==> config.mk <==
export PLATFORM = sky130hd
export DESIGN_NAME = alu_adder
export DESIGN_NICKNAME = d
export VERILOG_FILES = /design/src/rtl/alu_adder.sv
export SDC_FILE = /design/constraint.sdc
export NUM_CORES = 1
export LEC_CHECK = 0
export CAP_MARGIN = 10
export CORE_MARGIN = 3
export CORE_UTILIZATION = 51
export DETAILED_ROUTE_END_ITERATION = 16
export PLACE_DENSITY = 0.95
export RECOVER_POWER = 50
export REMOVE_ABC_BUFFERS = 1
export SLEW_MARGIN = 20
export SYNTH_ARGS = -nofsm -noshare
export SYNTH_HDL_FRONTEND = slang
export SYNTH_SLANG_ARGS = --single-unit
==> constraint.sdc <==
create_clock -name clk_i -period 7.79 [get_ports clk_i]
set_input_delay 1.558 -clock clk_i [delete_from_list [all_inputs] [get_ports clk_i]]
set_output_delay 1.558 -clock clk_i [all_outputs]
set_load 0.01 [all_outputs]
==> src/rtl/alu_adder.sv <==
`default_nettype none
// ============================================================================
// Module      : alu_adder
// Description : Registered WIDTH-bit carry-select add/subtract unit with
//               zero/pos/neg/carry flags. Optional macro
//               ALU_ADDER_SIGNED_OVF_EN adds a two's-complement overflow flag.
// Revision    : 1.0 - initial release
// ============================================================================
module alu_adder #(
    parameter int WIDTH = 32
) (
    input  logic             clk_i,
    input  logic             rst_i,
    input  logic             valid_i,
    input  logic [WIDTH-1:0] opr0_i,
    input  logic [WIDTH-1:0] opr1_i,
    input  logic             minus_i,
    output logic             valid_o,
    output logic [WIDTH-1:0] result_o,
    output logic             zero_flag_o,
    output logic             pos_flag_o,
    output logic             neg_flag_o,
`ifdef ALU_ADDER_SIGNED_OVF_EN
    output logic             signed_overflow_flag_o,
`endif
    output logic             overflow_flag_o
);

    localparam int c_NIBBLES = WIDTH / 4;

    // 4-bit carry-lookahead slice; returns {cout, sum[3:0]}.
    function automatic logic [4:0] cla4(input logic [3:0] a,
                                        input logic [3:0] b,
                                        input logic       cin);
        logic [3:0] g;
        logic [3:0] p;
        logic [4:0] c;
        g    = a & b;
        p    = a ^ b;
        c[0] = cin;
        c[1] = g[0] | (p[0] & cin);
        c[2] = g[1] | (p[1] & g[0]) | (p[1] & p[0] & cin);
        c[3] = g[2] | (p[2] & g[1]) | (p[2] & p[1] & g[0])
             | (p[2] & p[1] & p[0] & cin);
        c[4] = g[3] | (p[3] & g[2]) | (p[3] & p[2] & g[1])
             | (p[3] & p[2] & p[1] & g[0]) | (p[3] & p[2] & p[1] & p[0] & cin);
        return {c[4], p ^ c[3:0]};
    endfunction

    logic [WIDTH-1:0]    w_opb;
    logic [WIDTH-1:0]    w_sum;
    logic [c_NIBBLES:0]  w_carry;

    assign w_opb      = minus_i ? ~opr1_i : opr1_i;
    assign w_carry[0] = minus_i;

    // Both slice results are ready before the carry ripples in; only the mux sits on the chain.
    generate
        for (genvar i = 0; i < c_NIBBLES; i++) begin : g_nibble
            logic [4:0] w_res0;
            logic [4:0] w_res1;
            assign w_res0 = cla4(opr0_i[4*i +: 4], w_opb[4*i +: 4], 1'b0);
            assign w_res1 = cla4(opr0_i[4*i +: 4], w_opb[4*i +: 4], 1'b1);
            assign w_sum[4*i +: 4] = w_carry[i] ? w_res1[3:0] : w_res0[3:0];
            assign w_carry[i+1]    = w_carry[i] ? w_res1[4]   : w_res0[4];
        end
    endgenerate

    always_ff @(posedge clk_i) begin
        if (rst_i) begin
            valid_o         <= 1'b0;
            result_o        <= '0;
            zero_flag_o     <= 1'b0;
            pos_flag_o      <= 1'b0;
            neg_flag_o      <= 1'b0;
            overflow_flag_o <= 1'b0;
        end else begin
            valid_o <= valid_i;
            if (valid_i) begin
                result_o        <= w_sum;
                zero_flag_o     <= ~|w_sum;
                pos_flag_o      <= ~w_sum[WIDTH-1];
                neg_flag_o      <= w_sum[WIDTH-1];
                overflow_flag_o <= w_carry[c_NIBBLES];
            end
        end
    end

`ifdef ALU_ADDER_SIGNED_OVF_EN
    always_ff @(posedge clk_i) begin
        if (rst_i) begin
            signed_overflow_flag_o <= 1'b0;
        end else if (valid_i) begin
            signed_overflow_flag_o <= (opr0_i[WIDTH-1] == w_opb[WIDTH-1])
                                   && (w_sum[WIDTH-1] != opr0_i[WIDTH-1]);
        end
    end
`endif

endmodule
`default_nettype wire

# After elaboration in Yosys (flattened, before gate mapping)
# Index checks and enable logic that the tools add are counted.
[totals]
latch_bits = 0
reg_bits = 37
rom_bits = 0
out_inout_bits = 37
mem_bits_rw = 0
mem_count = 0
inputBits = 68
elab_cells = 235
[classes]
eq_ne = 0
reduce_logical = 2
div = 0
mul = 0
magnitude_cmp = 0
bitwise_logic = 210
n_mux = 17
shifts = 0
addsub = 0
[op_table]
columns = ["operator", "n"]
rows = [
  ["$and A1 B1 Y1", 96],
  ["$xor A4 B4 Y4", 24],
  ["$or A1 B1 Y1", 80],
  ["$and A4 B4 Y4", 8],
  ["$mux W32", 1],
  ["$mux W4", 8],
  ["$not A32 Y32", 1],
  ["$reduce_or A32 Y1", 1],
  ["$mux W1", 8],
  ["$logic_not A1 Y1", 1],
  ["$not A1 Y1", 1],
]

# Longest topological paths before layout
# Gate-level depths: netlist of run 1.
[depth]
depth_word = 18
mapped_depth = 16
mapped_depth_nobuf = 14

# Worst setup path before layout of run 1
# Ideal clock, no wire load.
[synth_path]
path_kind = "input to register"
start = "in minus_i"
end = "reg zero_flag_o"
slack_ps = 2640
setup_ps = 69
required_time_ps = 7721
cell_stages = 15
arrival_ps = 5081
n_path_buf = 2
path_cell_list = "buf_2 -> buf_1 -> xor2_1 -> ha_1 -> a211oi_2 -> o21bai_1 -> a211oi_2 -> nand3_2 -> a221oi_4 -> o21ai_2 -> a2111o_1 -> a31oi_4 -> xnor2_1 -> or4_1 -> o21ai_1"
[synth_between]
elab_chain_cells = 17
word_cells_on_any_way = 216
classes_between = "mux (16); bitwise (198); reduce/logical (2)"
[synth_rtl]
columns = ["element", "line", "rtl"]
rows = [
  ["start: declaration", "17", "input logic minus_i,"],
  ["$mux W32", "54", "assign w_opb = minus_i ? ~opr1_i : opr1_i;"],
  ["$xor A4 B4 Y4 / $and A4 B4 Y4 (equally long branches)", "39, 38", ""],
  ["$and A1 B1 Y1 (on tied branches)", "45, 46", ""],
  ["$or A1 B1 Y1, or another cell as far along", "45", "c[4] = g[3] | (p[3] & g[2]) | (p[3] & p[2] & g[1])"],
  ["$or A1 B1 Y1 / $and A1 B1 Y1 (equally long branches)", "45, 46", ""],
  ["$or A1 B1 Y1 (2 in a row)", "46", "| (p[3] & p[2] & p[1] & g[0]) | (p[3] & p[2] & p[1] & p[0] & cin);"],
  ["$mux W1 (7 in a row)", "65", "assign w_carry[i+1] = w_carry[i] ? w_res1[4] : w_res0[4];"],
  ["$mux W4", "64", "assign w_sum[4*i +: 4] = w_carry[i] ? w_res1[3:0] : w_res0[3:0];"],
  ["$reduce_or A32 Y1 (*)", "81", "zero_flag_o <= ~|w_sum;"],
  ["$logic_not A1 Y1 (*)", "81", ""],
  ["end signal: assignment", "81", ""],
  ["end: declaration", "20", "output logic zero_flag_o,"],
]
# Every way passes the cells marked *; elsewhere a longest branch is shown, timed or not.
# A chain may end at the register's enable or synchronous reset.

# Worst setup path in the final report of run 1
# Ends and elaborated chain as after synthesis.

==> metrics, run 1 <==
status=complete, but fails checks; failing checks=capacitance limit, slew limit; syn_area_per_cell=8.545 sq um; clk sinks=36; post-layout min period=5.700 ns; area of the core=approximately 0.006 sq mm; global-route wire length before repair=between 10,000 and 15,000 um; share of cells above drive strength 1=0.04421; # diodes=0; Post-synth EDFFs=0; Yosys Warn Count=0; synth-to-layout area growth=36.80%; Crit. End Element=register; vias in the first global route=3,269; Resize count post-CTS=0; Post-DRT Antenna Nets=0; full die area=0.007289 sq mm; Startpoint Class=input pin; Port Buffers=104; CTS tree=yes; Skew-Pair Late Insertion Delay=0.29 ns; Avg WL per Cell=16.41 um; max frequency=175.5 MHz; switching part of the total power=0.3677; Gate Count Post-Synth=376; die span in x=85.38 um; Clk pwr share=0.211; # rows=28; Hold Buf Count CTS=0; Max VDD drop=between 0.1 and 0.15 mV; GRT Util Overall=0.2509; clock buffer depth=2; number of remaining DRC errors=0; Ports=approximately 110; Final TNS setup=0 ns; number of slew-limit violations in the final report=38; Post-synth ARST share=0; Die Span Y=roughly 85 um; post-synthesis register bit count=36; CTS Buf Count=5; setup bufs post-CTS=0; largest net degree at the start of global routing=51; CP max FO=35; skew final=0 ns; logic gate share of total power=0.502; PD cells=177.3 mW/mm^2; Rel. slew slack=-0.1629; grt ovf=0; vias=between 3,000 and 4,000; initial antenna violation count=0; RSZ-0062 raised after global routing=false; Nets=581; root buf cell=clkbuf_8; sequential share of power=0.287; vias per std cell=5.664; critical path class=input pin to register; gp weighted congestion=approximately 0.86; leakage power=1.963 nW; worst min path class=register to register; post-route insts no fill=550; worst slew pin tran=1.744 ns; Final setup viols=0; DR pass1 iterations=4; max_cap viols=1; WL final=9023 um; final critical-path share of the clock period=0.7316; placed insts=542; net load switching power=0.2866 mW; HPWL after detailed placement=7078 um; Final Hold Vio Count=0; Internal=0.4928 mW; Clk pin slew, worst setup/hold paths=0.08 ns; predominant post-synthesis flop cell=dfxtp_1; DR iter-0 viols=206; Initial Util=0.5332; CP Data Required Time=around 8 ns; register area share after synthesis=0.2243; number of library cell types mapped by synthesis=50; H-tree depth=2; Worst EP arrival=approximately 5.9 ns; Synth Cell Area=0.003213 sq mm
==> registers in the layout, summed over array words and instances, names as in the netlist <==
register and flops:
result_o 31, pos_flag_o 1, zero_flag_o 1, valid_o 1
neg_flag_o 1, overflow_flag_o 1
==> layout by cell type, fill, tap and decap left out, types with 3 or more instances in the layout <==
master,netlist,layout
clkdlybuf4s50_1,0,67
nor2_1,47,47
ha_1,39,39
xor2_1,38,38
dfxtp_1,36,36
dlygate4sd3_1,0,35
inv_1,27,27
mux2i_1,27,27
xnor2_1,23,23
a21oi_1,18,18
nand2_1,13,13
o21ai_0,12,12
a211oi_1,12,12
nand2b_1,8,8
nand3_1,5,5
clkbuf_8,0,5
nand4_1,4,4
nor2b_1,4,4
a21o_1,3,3
a211oi_2,3,3
nor3_1,3,3
a31oi_1,3,3
==> cell type report <==
class	instances	area, sq um
Clock buffer	6	72.57
Clock inverter	2	35.03
Fill cell	419	1630
Inverter	27	101.3
Multi-Input combinational cell	298	2330
Sequential cell	36	720.7
Tap cell	75	93.84
Timing Repair Buffer	106	1042
==> final timing paths <==
kind | from | end | slack [ns] | depth (start not counted)
setup / recovery | minus_i | zero_flag_o | 2.09 | 15
hold / removal | result_o[7] | result_o[7] | 0.48 | 2
setup reg to reg | result_o[24] | result_o[24] | 7.03 | 3
hold reg to reg | result_o[7] | result_o[7] | 0.48 | 2
==> per-layer routing <==
layer	global-route usage	share of wire	wire length [um]
met1	0.2883	0.39	3502
met4	0.1022	0.032	287
met2	0.4590	0.53	4766
met5	0	0	0
met3	0.03883	0.052	467
==> critical path, cell delays in order <==
cell	delay, ns
buf_2	0.74
xor2_1	0.27
inv_1	0.07
ha_1	0.37
nand4_1	0.18
o22ai_1	0.11
nor2_1	0.31
nand3_2	0.17
a221oi_4	0.42
o221ai_1	0.28
xor2_1	0.21
nor4bb_1	0.51
nand4b_1	0.16
or4_1	0.42
o21ai_1	0.10
==> kinds of logic after synthesis <==
kind of cell | share of synthesized area
flip-flops | 0.2243
XOR/XNOR | 0.1663
adder cells (fa/ha/maj) | 0.1519
multiplexers | 0.09813
buffers and inverters | 0.05062
AO/OA/AOI/OAI | 0.1632
AND/OR/NAND/NOR | 0.1456
==> power groups by stage <==
stage / clock network (mW) / registers (mW) / logic (mW)
2_1_floorplan: 0 / 0.239 / 0.226
3_3_place_gp: 0 / 0.227 / 0.375
3_5_place_dp: 0 / 0.228 / 0.393
4_1_cts: 0.165 / 0.225 / 0.397
5_1_grt: 0.173 / 0.226 / 0.424
6_report: 0.164 / 0.224 / 0.391
==> synthesized netlist by cell type (all sizes together) (2+ instances only) <==
| cell type | instances | area (sq um) |
|---|---|---|
| nor2 | 47 | 176.4 |
| a41oi | 2 | 17.52 |
| nor4 | 2 | 12.51 |
| nand2 | 13 | 48.80 |
| o21bai | 2 | 15.01 |
| nand4 | 4 | 25.02 |
| nand3 | 6 | 35.03 |
| or4 | 2 | 15.01 |
| o21ai | 14 | 73.82 |
| mux2i | 27 | 270.3 |
| ha | 39 | 488.0 |
| nor3 | 3 | 15.01 |
| xnor2 | 23 | 201.4 |
| xor2 | 38 | 332.8 |
| a21o | 3 | 22.52 |
| nand4b | 2 | 17.52 |
| mux4 | 2 | 45.04 |
| nor2b | 4 | 25.02 |
| buf | 7 | 31.28 |
| a31oi | 4 | 40.04 |
| clkbuf | 8 | 30.03 |
| a211oi | 15 | 127.6 |
| dfxtp | 36 | 720.7 |
| a2111o | 2 | 22.52 |
| o41ai | 2 | 17.52 |
| inv | 27 | 101.4 |
| nand2b | 8 | 50.05 |
| a21oi | 18 | 90.09 |
| o21a | 2 | 15.01 |
==> stage by stage <==
| step | hold WS [ns] | worst slack (ns) | instance area [sq um] | util | power, mW |
|---|---|---|---|---|---|
| 2_1_floorplan | 0.4856 | 3.249 | 3152 | - | 0.4650 |
| 3_3_place_gp | 0.4640 | 2.203 | 4292 | 0.7122 | 0.6026 |
| 3_5_place_dp | 0.4758 | 1.927 | 4292 | 0.7122 | 0.6217 |
| 4_1_cts | 0.4872 | 2.161 | 4399 | 0.7301 | 0.7862 |
| 5_1_grt | 0.5172 | 1.864 | 4395 | 0.7294 | 0.8229 |
| 6_report | 0.4755 | 2.090 | 4395 | 0.7294 | 0.7794 |
No activity file was read; power rests on OpenSTA's default activity.
==> run 2, diff against run 1 <==
CORE_UTILIZATION = 43   (was 51)
PLACE_DENSITY = 0.88   (was 0.95)
clock period = 5 ns   (was 7.79 ns; I/O delays follow)
==> run 2 against run 1 <==
  * The run still ends with capacitance limit, slew limit left
  * Clock power grew 57%
  * Flip-flop and latch count unchanged
  * Largest cell class unchanged
  * Cell area up 1.8%
  * Sequential share of layout area decreased by 0.29 points
  * Die area is 17% higher
  * Worst hold slack got worse by 0.015 ns
  * Clock-buffer cell count is 1 lower
  * Critical path depth fell by 2
  * Sequential power rose by 55%
  * Global-route usage down 4.5 points
  * Critical path type unchanged
  * Routed wire length is 4.7% lower
  * Non-clock buffer count is 5 higher
==> metrics, run 2 (same netlist as run 1, synthesis figures left out) <==
total number of cells along the worst setup path=13 (-2); number of slew-limit violations in the final report=37 (-2.6%); CP Data Required Time=5.21 ns (-2.79 ns); # diodes=0 (unchanged); Resize count post-CTS=0 (unchanged); WL final=8600 um (-4.7%); placed insts=568 (+4.8%); vias per std cell=5.288 (-6.6%); worst min path class=register to register; reg2reg path depth=3 (unchanged); Port Buffers=104 (unchanged); share of cells above drive strength 1=0.05625 (+0.01204); Nets=586 (+0.86%); Final setup viols=0 (unchanged); slowest cell on the critical path=or4_1; clk sinks=36 (unchanged); Startpoint Class=input pin; crit-path cells=clkdlybuf4s50_1 > xor2_1 > inv_1 > ha_1 > or2_2 > mux4_2 > or4_1 > a2111oi_0 > nand4bb_1 > nor4_1 > nand4b_1 > or4_1 > o21ai_1; Largest Register=result_o; leakage power=1.990 nW (+1.4%); post-layout min period=4.550 ns; CTS tree=yes; DR iter-0 viols=116 (-44%); grt peak-use layer=met2; gp weighted congestion=0.8633 (about the same); full die area=0.008545 sq mm (+17%); max_cap viols=1 (unchanged); failing checks=capacitance limit, slew limit; M1 GR Usage=0.2478 (-0.04050); Ports=105 (unchanged); WP buf/inv=2 (unchanged); Reg-to-Reg End=result_o[24]; most frequent CP cell=or4_1; die span in x=92.44 um (+8.3%); Final TNS setup=0 ns (unchanged); area of the core=0.007019 sq mm (+16%); HPWL after detailed placement=7006 um (-1.0%); Hold Buf Count CTS=0 (unchanged); global-route wire length before repair=14,490 um (-3.0%); largest net degree at the start of global routing=50 (-2.0%); WHS Endpoint=zero_flag_o; clock buffer depth=2 (unchanged); Clk pin slew, worst setup/hold paths=0.07 ns (about the same); final critical-path share of the clock period=0.9101; final core utilization=0.6376 (-0.09183); Worst EP arrival=4.76 ns (-1.15 ns); Initial Util=0.4578 (-0.07547); Final Hold Vio Count=0 (unchanged); root buf cell=clkbuf_8; Slowest Stage Delay on Critical Path=0.50 ns (-0.24 ns); critical path class=input pin to register; initial antenna violation count=0 (unchanged); vias=3,046 (-2.2%); GR Layer Usage met3=0.04874 (+0.009906); max frequency=around 220 MHz; # rows=30 (+7.1%); Die Span Y=92.44 um (+8.3%); number of remaining DRC errors=0 (unchanged); status=complete, but fails checks; worst slew pin tran=1.647 ns (-0.09745 ns); Rel. slew slack=-0.09795 (+0.06496); CP max FO=7 (-80%); Top delay family on crit path=simple AND/OR/NAND/NOR gates; Avg WL per Cell=14.93 um (-9.0%); commonest non-fill, non-tap cell in the layout=clkdlybuf4s50_1; met2 GRT Util=0.3656 (-0.09348); synth-to-layout area growth=39.29%; HP Start=zero_flag_o; r2r startpoint=result_o[24]; Tot Pwr=1.211 mW (+55%); CTS Buf Count=5 (unchanged); Max VDD drop=0.1428 mV (+25%); max reg flops=31 (unchanged); vias in the first global route=3,111 (-4.8%); skew final=0 ns (unchanged); Skew-Pair Late Insertion Delay=0.29 ns (about the same); PD cells=270.7 mW/mm^2 (+53%); post-route insts no fill=576 (+4.7%); GRT Util Overall=0.2063 (-0.04459); DR pass1 iterations=4 (unchanged); Crit. End Element=register; RSZ-0062 raised after global routing=false; setup bufs post-CTS=0 (unchanged); Post-DRT Antenna Nets=0 (unchanged); Worst Hold Depth=2 (unchanged); R2R setup slack=4.26 ns (-2.77 ns); H-tree depth=2 (unchanged); grt ovf=0 (unchanged); most frequent cells in the layout=67 x clkdlybuf4s50_1, 47 x nor2_1, 39 x ha_1
[run 2: cell count changes in the layout (fill, tap and decap cells not counted), sizes merged]
cell / previous run / this run
buf: 3 / 8
clkbuf: 7 / 6
clkinvlp: 0 / 1
[run 2: final cells by class]
cell class	count	area [sq um]
fillers	597	2544
multi-input cells	298	2330
repair buffers	111	1092
flip-flops and latches	36	720.7
well taps	96	120.1
inverters	27	101.3
clock buffers	5	68.82
clock inverters	3	42.54
[run 2: worst max-delay path by stage]
stage                    from     endpoint  slack [ns]
global route        opr1_i[2]  zero_flag_o         0.1
finish              opr1_i[4]  zero_flag_o        0.45
global placement    opr1_i[4]  zero_flag_o        0.29
CTS                 opr1_i[4]  zero_flag_o        0.49
detailed placement  opr1_i[4]  zero_flag_o        0.20
floorplan             minus_i  zero_flag_o        1.02
[run 2: metal layers]
metal	vias up	routed length [um]
met5	-	0
met4	0	153
met3	13	453
met2	85	4351
met1	1426	3642
li1	1522	-
[run 2: tightest hold or removal path, delay by kind of cell (launching register included)]
kind | cells | cell delay (ns)
flops | 1 | 0.31
simple gates | 1 | 0.06
compound gates | 1 | 0.05
[run 2: stage by stage]
| stage | setup slack (ns) | cell area [sq um] | hold WS [ns] |
|---|---|---|---|
| 3_5_place_dp | 0.1972 | 4368 | 0.4563 |
| 3_3_place_gp | 0.2935 | 4368 | 0.4513 |
| 4_1_cts | 0.4851 | 4479 | 0.4697 |
| 2_1_floorplan | 1.017 | 3152 | 0.4856 |
| 6_report | 0.4497 | 4476 | 0.4606 |
| 5_1_grt | 0.09623 | 4476 | 0.4959 |
[run 2: report_power, final]
group | switching (mW) | leakage, nW | internal [mW]
Combinational | 0.305 | 1.64 | 0.300
Sequential | 0.0207 | 0.298 | 0.327
Clock | 0.111 | 0.0541 | 0.148
Total | 0.437 | 1.99 | 0.775
==> RTL edit (flow settings as in run 2) <==
`WIDTH`: 32 -> 48.
--- a/src/rtl/alu_adder.sv
+++ b/src/rtl/alu_adder.sv
@@ -7,7 +7,7 @@
 // Revision    : 1.0 - initial release
 // ============================================================================
 module alu_adder #(
-    parameter int WIDTH = 32
+    parameter int WIDTH = 48
 ) (
     input  logic             clk_i,
     input  logic             rst_i,
Interface: changed (resized opr0_i, opr1_i and result_o); port bits go from 105 to 153. The function was not compared with the original's and may differ.
==> RTL edit against run 2 <==
- combinational power up 55%
- synthesized cell count up 62%
- routed wire length is 68% higher
- total power up 48%
- design area rose by 54%
- synthesized area rose by 56%
- worst setup slack worse by 0.25 ns
- sequential cell count rose by 16
==> RTL edit: results (changes against run 2) <==
.. list-table::
   :header-rows: 1

   * - Metric
     - Value
   * - Post-placement cell area
     - 0.00675 mm2 (was 0.00437 mm2)
   * - Total routing usage reported by global routing
     - 0.219 (was 0.206)
   * - Proportion of synthesized chip area in sequential cells
     - 0.208 (was 0.224)
   * - Total clock buffers created by CTS
     - 5 (unchanged)
   * - DR vias
     - 4,914 (was 3,046)
   * - Reg-to-reg startpoint
     - result_o[17]$_SDFFE_PP0P_ (was result_o[24]$_SDFFE_PP0P_)
   * - Run status
     - completed (was complete, but fails checks)
   * - Slowest Stage Delay on Critical Path
     - 0.58 ns (was 0.50 ns)
   * - Number of buffers added on ports
     - 152 (was 104)
   * - Most frequent cells after synthesis
     - sky130_fd_sc_hd__nor2_1, sky130_fd_sc_hd__xor2_1, sky130_fd_sc_hd__ha_1 (was sky130_fd_sc_hd__nor2_1, sky130_fd_sc_hd__ha_1, sky130_fd_sc_hd__xor2_1)
   * - Via count of the first global-routing pass
     - 4,822 (was 3,111)
   * - Initial DRC count
     - 327 (was 116)
   * - Avg WL per Cell
     - 16.0 um (was 14.9 um)
   * - First-pass GRT wire length
     - 23,200 um (was 14,500 um)
   * - Pre-antenna DRT Iters
     - 5 (was 4)
   * - Standby leakage power
     - 3.11 nW (was 1.99 nW)
   * - DP Wirelength
     - 11,600 um (was 7010 um)
   * - Number of buffers inserted by hold repair at cts
     - 0 (unchanged)
   * - Yosys cell types
     - 70 (was 50)
   * - Slew at the pin with the worst max-slew slack
     - 0.830 ns (was 1.65 ns)
   * - Fraction of final layout cells with drive strength greater than 1
     - 0.0654 (was 0.0563)
   * - Cell with the largest stage delay on the worst path
     - sky130_fd_sc_hd__or4_4 (was sky130_fd_sc_hd__or4_1)
   * - Final estimated routing congestion in global placement
     - 0.961 (was 0.863)
   * - Critical hold path startpoint
     - result_o[4]$_SDFFE_PP0P_ (was zero_flag_o$_SDFFE_PP0P_)
   * - Cells taking the most area after synthesis
     - sky130_fd_sc_hd__dfxtp_1, sky130_fd_sc_hd__ha_1, sky130_fd_sc_hd__xor2_1 (unchanged)
   * - Final layout net count
     - 922 (was 586)
   * - Origin of the worst setup path
     - opr1_i[12] (was opr1_i[4])
   * - Maximum number of pins on one net before global-route repair
     - 61 (was 50)
   * - Worst IR Drop VDD
     - 154 uV (was 143 uV)
   * - CP max FO
     - 4 (was 7)
   * - Diodes inserted
     - 0 (unchanged)
   * - Data arrival at the endpoint of the critical path
     - 5.04 ns (was 4.76 ns)
   * - Filler cell count in the final layout
     - 954 (was 597)
   * - Flip-flop count of the largest register after layout
     - 47 (was 31)
   * - Root buffer cell
     - sky130_fd_sc_hd__clkbuf_16 (was sky130_fd_sc_hd__clkbuf_8)
## RTL edit: cell types whose count changed after synthesis, moves of 7 or more
cell	run 2	this run
sky130_fd_sc_hd__a21o_1	3	10
sky130_fd_sc_hd__a21oi_1	18	31
sky130_fd_sc_hd__dfxtp_1	36	52
sky130_fd_sc_hd__ha_1	39	59
sky130_fd_sc_hd__inv_1	27	41
sky130_fd_sc_hd__mux2i_1	27	40
sky130_fd_sc_hd__nand2_1	13	31
sky130_fd_sc_hd__nor2_1	47	71
sky130_fd_sc_hd__nor3_1	3	15
sky130_fd_sc_hd__xor2_1	38	60
## RTL edit: final timing paths
kind | slack [ns] | depth (start not counted) | to
worst max-delay path | 0.20 | 15 | zero_flag_o$_SDFFE_PP0P_
worst min register to register | 0.46 | 2 | result_o[4]$_SDFFE_PP0P_
worst min-delay path | 0.46 | 2 | result_o[4]$_SDFFE_PP0P_
worst max register to register | 4.19 | 2 | result_o[17]$_SDFFE_PP0P_
## RTL edit: stage by stage
step	TNS, ns	util	std cells	worst slack (ns)
after floorplan	0	-	586	0.704
after global placement	0	0.607	896	0.0616
after detailed placement	-0.0969	0.607	896	-0.0969
after CTS	0	0.620	904	0.194
after global routing	0	0.620	904	0.0201
final	0	0.620	904	0.198
## RTL edit: cell type report
type                       count  area share
multi-input combinational    493       0.539
timing repair buffer         170       0.241
sequential                    52       0.151
tap                          140      0.0254
inverter                      41      0.0223
clock buffer                   6      0.0187
clock inverter                 2     0.00236
## RTL edit: cell families after synthesis
kind of cell             count (synthesis)  share of synthesized area
XOR/XNOR                                87                      0.152
AND/OR/NAND/NOR                        180                      0.176
buffers and inverters                   64                     0.0507
flip-flops                              52                      0.208
multiplexers                            40                     0.0799
adder cells (fa/ha/maj)                 59                      0.147
AO/OA/AOI/OAI                          127                      0.186
## RTL edit: worst max-delay path, delay by kind of cell
family | cells | cell delay, ns
xor+xnor | 2 | 0.38
simple gates | 5 | 1.64
buf+inv | 2 | 0.56
mux | 1 | 0.23
compound gates | 4 | 0.91
fa+ha+maj | 1 | 0.32
## RTL edit: per-layer routing
metal | part of all wire | wire length, um | GRT usage | vias up
li1 | - | - | - | 2449
met1 | 0.41 | 5950 | 0.271 | 2263
met2 | 0.49 | 7110 | 0.384 | 189
met3 | 0.086 | 1240 | 0.0546 | 13
met4 | 0.010 | 150 | 0.0475 | 0
met5 | 0 | 0 | 0 | -
## RTL edit: where the power goes
part / switching, mW / leakage, nW / internal (mW)
Sequential: 0.0294 / 0.430 / 0.472
Clock: 0.165 / 0.0671 / 0.187
Combinational: 0.490 / 2.61 / 0.450
Total: 0.684 / 3.11 / 1.11
